==> config.mk <==
export PLATFORM = sky130hd
export DESIGN_NAME = oam_dma_arbiter
export DESIGN_NICKNAME = d
export VERILOG_FILES = /design/src/rtl/oam_dma_arbiter_pkg.sv /design/src/rtl/oam_dma_arbiter.sv
export SDC_FILE = /design/constraint.sdc
export NUM_CORES = 1
export LEC_CHECK = 0
export ABC_AREA = 1
export ABC_CLOCK_PERIOD_IN_PS = 1300
export BUFFER_PORTS_ARGS = -buffer_cell sky130_fd_sc_hd__buf_2
export CORE_UTILIZATION = 49
export CTS_BUF_LIST = sky130_fd_sc_hd__clkbuf_4
export DETAILED_ROUTE_END_ITERATION = 10
export PLACE_DENSITY = 0.91
export SYNTH_ARGS = -nofsm -noshare
export SYNTH_HDL_FRONTEND = slang
export SYNTH_SLANG_ARGS = --single-unit
==> constraint.sdc <==
create_clock -name phi1 -period 1.3 [get_ports phi1]
set_input_delay 0.065 -clock phi1 [delete_from_list [all_inputs] [get_ports phi1]]
set_output_delay 0.065 -clock phi1 [all_outputs]
set_load 0.01 [all_outputs]
==> src/rtl/oam_dma_arbiter_pkg.sv <==
// Shared constants and FSM encoding for the OAM DMA bus arbiter.
// Included by the arbiter and anything that decodes its state.
package oam_dma_arbiter_pkg;

    localparam int ADDR_WIDTH = 16;
    localparam int REG_WIDTH  = 8;

    localparam logic [15:0] DMA_PAGE_ADDR = 16'h4014;
    localparam logic [15:0] OAMDATA_ADDR  = 16'h2004;

    typedef enum logic [2:0] {
        DMA_IDLE      = 3'd0,
        DMA_HALT_WAIT = 3'd1,
        DMA_HALT      = 3'd2,
        DMA_ALIGN     = 3'd3,
        DMA_READ      = 3'd4,
        DMA_WRITE     = 3'd5
    } dma_state_e;

endpackage

==> src/rtl/oam_dma_arbiter.sv <==
// Shares the CPU bus between the CPU and the OAM DMA engine; a write of page P
// to the DMA page register stalls the CPU and copies P00..PFF into OAMDATA.
module oam_dma_arbiter
    import oam_dma_arbiter_pkg::*;
#(
    parameter int                    ADDR_WIDTH    = oam_dma_arbiter_pkg::ADDR_WIDTH,
    parameter int                    REG_WIDTH     = oam_dma_arbiter_pkg::REG_WIDTH,
    parameter logic [ADDR_WIDTH-1:0] DMA_PAGE_ADDR = ADDR_WIDTH'(oam_dma_arbiter_pkg::DMA_PAGE_ADDR),
    parameter logic [ADDR_WIDTH-1:0] OAMDATA_ADDR  = ADDR_WIDTH'(oam_dma_arbiter_pkg::OAMDATA_ADDR)
) (
    input  logic                  phi1,
    input  logic                  reset,
    input  logic                  cpu_req,
    input  logic                  cpu_rw,
    input  logic [ADDR_WIDTH-1:0] cpu_addr,
    input  logic [REG_WIDTH-1:0]  cpu_wdata,
    output logic                  cpu_rdy,
    output logic [REG_WIDTH-1:0]  cpu_rdata,
    output logic                  mem_en,
    output logic                  mem_rw,
    output logic [ADDR_WIDTH-1:0] mem_addr,
    output logic [REG_WIDTH-1:0]  mem_wdata,
    input  logic [REG_WIDTH-1:0]  mem_rdata,
    output logic                  dma_active
);

    dma_state_e           state, state_nxt;
    logic [7:0]           page, page_nxt;
    logic [7:0]           idx, idx_nxt;
    logic [REG_WIDTH-1:0] data_buf, data_buf_nxt;
    logic                 par;

    logic                  cpu_wr;
    logic                  trig;
    logic                  cpu_own;
    logic                  dma_en;
    logic                  dma_rw;
    logic [ADDR_WIDTH-1:0] dma_addr;
    logic [REG_WIDTH-1:0]  dma_wdata;

    assign cpu_wr = cpu_req & ~cpu_rw;
    assign trig   = cpu_wr && (cpu_addr == DMA_PAGE_ADDR);

    always_ff @(posedge phi1) begin
        if (reset) begin
            state    <= DMA_IDLE;
            page     <= '0;
            idx      <= '0;
            data_buf <= '0;
            par      <= 1'b0;
        end else begin
            state    <= state_nxt;
            page     <= page_nxt;
            idx      <= idx_nxt;
            data_buf <= data_buf_nxt;
            par      <= ~par;
        end
    end

    always_comb begin
        state_nxt    = state;
        page_nxt     = page;
        idx_nxt      = idx;
        data_buf_nxt = data_buf;
        cpu_rdy      = 1'b0;
        dma_active   = 1'b1;
        cpu_own      = 1'b0;
        dma_en       = 1'b0;
        dma_rw       = 1'b1;
        dma_addr     = '0;
        dma_wdata    = '0;
        case (state)
            DMA_IDLE: begin
                cpu_rdy    = 1'b1;
                dma_active = 1'b0;
                cpu_own    = 1'b1;
                if (trig) begin
                    page_nxt  = 8'(cpu_wdata);
                    idx_nxt   = '0;
                    state_nxt = DMA_HALT_WAIT;
                end
            end
            DMA_HALT_WAIT: begin
                // RDY cannot stall a 6502 write, so pending writes keep the bus
                if (cpu_wr) begin
                    cpu_own = 1'b1;
                    if (trig) page_nxt = 8'(cpu_wdata);
                end else begin
                    state_nxt = DMA_HALT;
                end
            end
            DMA_HALT:  state_nxt = par ? DMA_ALIGN : DMA_READ;
            DMA_ALIGN: state_nxt = DMA_READ;
            DMA_READ: begin
                dma_en       = 1'b1;
                dma_addr     = ADDR_WIDTH'({page, idx});
                data_buf_nxt = mem_rdata;
                state_nxt    = DMA_WRITE;
            end
            DMA_WRITE: begin
                dma_en    = 1'b1;
                dma_rw    = 1'b0;
                dma_addr  = OAMDATA_ADDR;
                dma_wdata = data_buf;
                idx_nxt   = idx + 8'd1;
                state_nxt = (idx == 8'hFF) ? DMA_IDLE : DMA_READ;
            end
            default: state_nxt = DMA_IDLE;
        endcase
    end

    // Reset kills an in-flight DMA cycle at once rather than on the next edge
    assign mem_en    = cpu_own ? cpu_req   : (dma_en & ~reset);
    assign mem_rw    = cpu_own ? cpu_rw    : dma_rw;
    assign mem_addr  = cpu_own ? cpu_addr  : dma_addr;
    assign mem_wdata = cpu_own ? cpu_wdata : dma_wdata;
    assign cpu_rdata = mem_rdata;

endmodule

==> flow_metrics.tcl <==
set metrics [dict create \
    intPower_mw 1.33 \
    routed_wl_mm 7.30 \
    layout_common_cells "71 x sky130_fd_sc_hd__buf_2, 69 x sky130_fd_sc_hd__nand2_1, 38 x sky130_fd_sc_hd__nor2_1" \
    rr_endpoint "idx[4]" \
    finalWorstPathRequiredPeriod_ns 1.77 \
    net_switching_share_of_the_total_power 0.353 \
    grt.overflow.total 0 \
    tritoncts_clock_tree "built" \
    timing.rr.start "state[2]" \
    holdCritPathClass "input port to register" \
    clock_latency_ns 0.33 \
    synth-seq-area-share 0.339 \
    critPathLaunchType "register" \
    critical_path.endpoint_type "primary output" \
    report.final.hold_viol_count 1 \
    hold_path_end "data_buf[3]" \
    critical_path_arrival_ns 1.71 \
    finalNetCount 410 \
    sequentialPowerShare 0.438 \
    detail_route.drc_violations 0 \
    power.switching_mw 0.724 \
    ff_latch_area_sq_um 573 \
    max-cap-violations 0 \
    max-vdd-ir-drop_uv 590 \
    final.period_utilization 1.36 \
    initial_core_util 0.528 \
    fin_hold_ws_ns -0.0107 \
    timing.setup.tns_ns -10.50 \
    yosys_warnings 0 \
    fp.dieArea_sq_um 3610 \
    netlist_instances 270 \
    detailedRoute.firstIterationViolations 362 \
    clk_pin_slew_worst_paths_ns 0.15 \
    grt_pass1_vias 1875 \
    multi_input_comb_area_sq_um 1020 \
    synth_area_per_cell_sq_um 6.12 \
    clock.fmax_ghz 0.564 \
    fp.coreArea_sq_um 3130 \
    quantity_of_i_o_buffers_inserted_on_ports 71 \
    critical_path_class "register to primary output" \
    htree_num_levels 1 \
    fillers 155 \
    tightest_slew_ns 0.566 \
    synth-seq-cells 28 \
    ctsLongestPathBuffers 2 \
    logic_pwr_share 0.378 \
    r2r_cells 7 \
    grt_pass1_wl_mm 8.56 \
    die_boundary_width_um 60.1 \
    grt_antenna_before_repair 0 \
    fin_worst_skew_ns 0.00352 \
    crit_path_max_fanout 22 \
    die_height_um 60.1 \
    clk_root_buffer_cell "sky130_fd_sc_hd__clkbuf_4" \
    timing.final.setup_violations 45 \
    i_o_pin_total 72 \
    cts-buffers-inserted 3 \
    postLayoutSetupSlackWorst_ns -0.473 \
    routed_via_count 2429 \
    r2r_slack_ns -0.12 \
    fraction_of_layout_instances_using_a_drive_strength_above_1 0.418 \
    maxSlewViolCount 0 \
    failed_checks "hold timing, setup timing" \
    number_of_library_cell_types_mapped_by_synthesis 23 \
    gp_congestion 0.940 \
    clk_sink_count 28 \
    utilization 0.827 \
    grt_setup_unrepaired "yes" \
    placementRows 20 \
    min_delay_startpoint "mem_rdata[3]" \
    post_synth_net_total 307 \
    combined_global_route_utilization_of_all_metal_layers 0.323 \
    firstDrtPassIters 7 \
    timing.slew.headroom 0.623 \
    cp.required_ns 1.24 \
    layout.cells.most_common "sky130_fd_sc_hd__buf_2" \
    antennaDiodeCount 0 \
    area_growth_syn_to_layout_pct 56.5 \
    timing.hold.worst_path_depth 3 \
    power.static_leakage_nw 1.29 \
    dp.final_hpwl_mm 3.55 \
    mappedNetlistArea_sq_um 1650 \
    routed_wirelength_normalized_by_instance_count_um 17.6 \
    pin_count_of_the_biggest_net_entering_global_routing 23 \
    viasPerCell 5.85 \
    ant_nets 0 \
    status "complete, but fails checks" \
    clockPowerShare 0.184 \
    power_density_nw_per_um2 792 \
]
## final cells by class
class	count	share of cell area
well taps	44	0.0213
multi-input cells	191	0.393
repair buffers	117	0.306
clock buffers	3	0.00870
flip-flops and latches	28	0.221
inverters	32	0.0493
## synthesized netlist by cell type
master,number,area (sq um)
sky130_fd_sc_hd__a21oi_1,9,45.0
sky130_fd_sc_hd__buf_6,1,11.3
sky130_fd_sc_hd__dfxtp_1,28,561
sky130_fd_sc_hd__inv_2,6,22.5
sky130_fd_sc_hd__nand2_2,3,18.8
sky130_fd_sc_hd__ha_1,1,12.5
sky130_fd_sc_hd__a22o_1,2,17.5
sky130_fd_sc_hd__nor2_1,41,154
sky130_fd_sc_hd__o221ai_1,1,8.76
sky130_fd_sc_hd__o22ai_1,3,18.8
sky130_fd_sc_hd__nor3_1,9,45.0
sky130_fd_sc_hd__nor2_2,2,12.5
sky130_fd_sc_hd__a2111oi_0,1,8.76
sky130_fd_sc_hd__o21ai_0,24,120
sky130_fd_sc_hd__buf_2,1,5.00
sky130_fd_sc_hd__buf_4,10,75.1
sky130_fd_sc_hd__inv_1,26,97.6
sky130_fd_sc_hd__nand2_1,72,270
sky130_fd_sc_hd__clkbuf_1,7,26.3
sky130_fd_sc_hd__nand3_1,19,95.1
sky130_fd_sc_hd__nand4_1,1,6.26
sky130_fd_sc_hd__nor2_4,1,11.3
sky130_fd_sc_hd__o21ai_1,2,10.0
## registers in the layout, summed over array words and instances, names as in the netlist
name and cells:
data_buf 8, idx 8, page 8, state 3, par 1
## power groups by stage
stage	sequential (mW)	clock (mW)	combinational, mW
after floorplan	0.909	0	0.322
after global placement	0.910	0	0.566
after detailed placement	0.911	0	0.575
after CTS	0.894	0.353	0.641
after global routing	0.899	0.403	0.815
final	0.898	0.378	0.775
## worst max-delay path by stage
stage / cells past startpoint / endpoint / slack [ns] / from
after floorplan: 6 / idx[1] / 0.06 / state[1]
after global placement: 10 / mem_addr[12] / -0.02 / state[1]
after detailed placement: 10 / mem_addr[6] / -0.07 / state[1]
after CTS: 9 / mem_addr[1] / -0.29 / state[1]
after global routing: 8 / mem_addr[5] / -0.47 / state[2]
final: 8 / mem_addr[5] / -0.47 / state[2]
## timing repair
action | 4_1_cts | 5_1_grt
hold buffers | 10 | 1
setup endpoints to repair | 45 | 55
gates cloned | 0 | 1
hold endpoints to repair | 10 | 1
resized for setup | 23 | 50
setup buffers | 6 | 6
pin swaps | 0 | 10
## critical path: stages (launching register included)
cell,delay (ns)
sky130_fd_sc_hd__dfxtp_2,0.36
sky130_fd_sc_hd__inv_2,0.10
sky130_fd_sc_hd__nand2_4,0.07
sky130_fd_sc_hd__nor2_2,0.19
sky130_fd_sc_hd__nor2_4,0.09
sky130_fd_sc_hd__inv_6,0.16
sky130_fd_sc_hd__nand2_1,0.08
sky130_fd_sc_hd__o21ai_1,0.13
sky130_fd_sc_hd__buf_2,0.18
## metrics by stage
stage	cells	power (mW)	hold slack (ns)	cell area, sq um	worst slack (ns)
final	415	2.05	-0.0107	2590	-0.473
after detailed placement	390	1.49	0.306	2140	-0.0696
after CTS	409	1.89	0.000197	2350	-0.295
after global routing	415	2.12	-0.00414	2590	-0.467
after global placement	390	1.48	0.306	2140	-0.0236
after floorplan	270	1.23	0.192	1650	0.0599
## per-layer routing
layer / track usage / part of all wire / up-vias / wire, um
li1: - / - / 1051 / -
met4: 0.183 / 0.062 / 0 / 455
met1: 0.393 / 0.36 / 1062 / 2610
met5: 0 / 0 / - / 0
met3: 0.0584 / 0.13 / 66 / 924
met2: 0.533 / 0.45 / 250 / 3310
## logic make-up after synthesis
logic type / share of synthesized area
AOI/OAI and AO/OA: 0.139
DFF: 0.339
adders and majority gates: 0.00757
and+or+nand+nor: 0.371
buffers and inverters: 0.144
No activity file was read; power rests on OpenSTA's default activity.
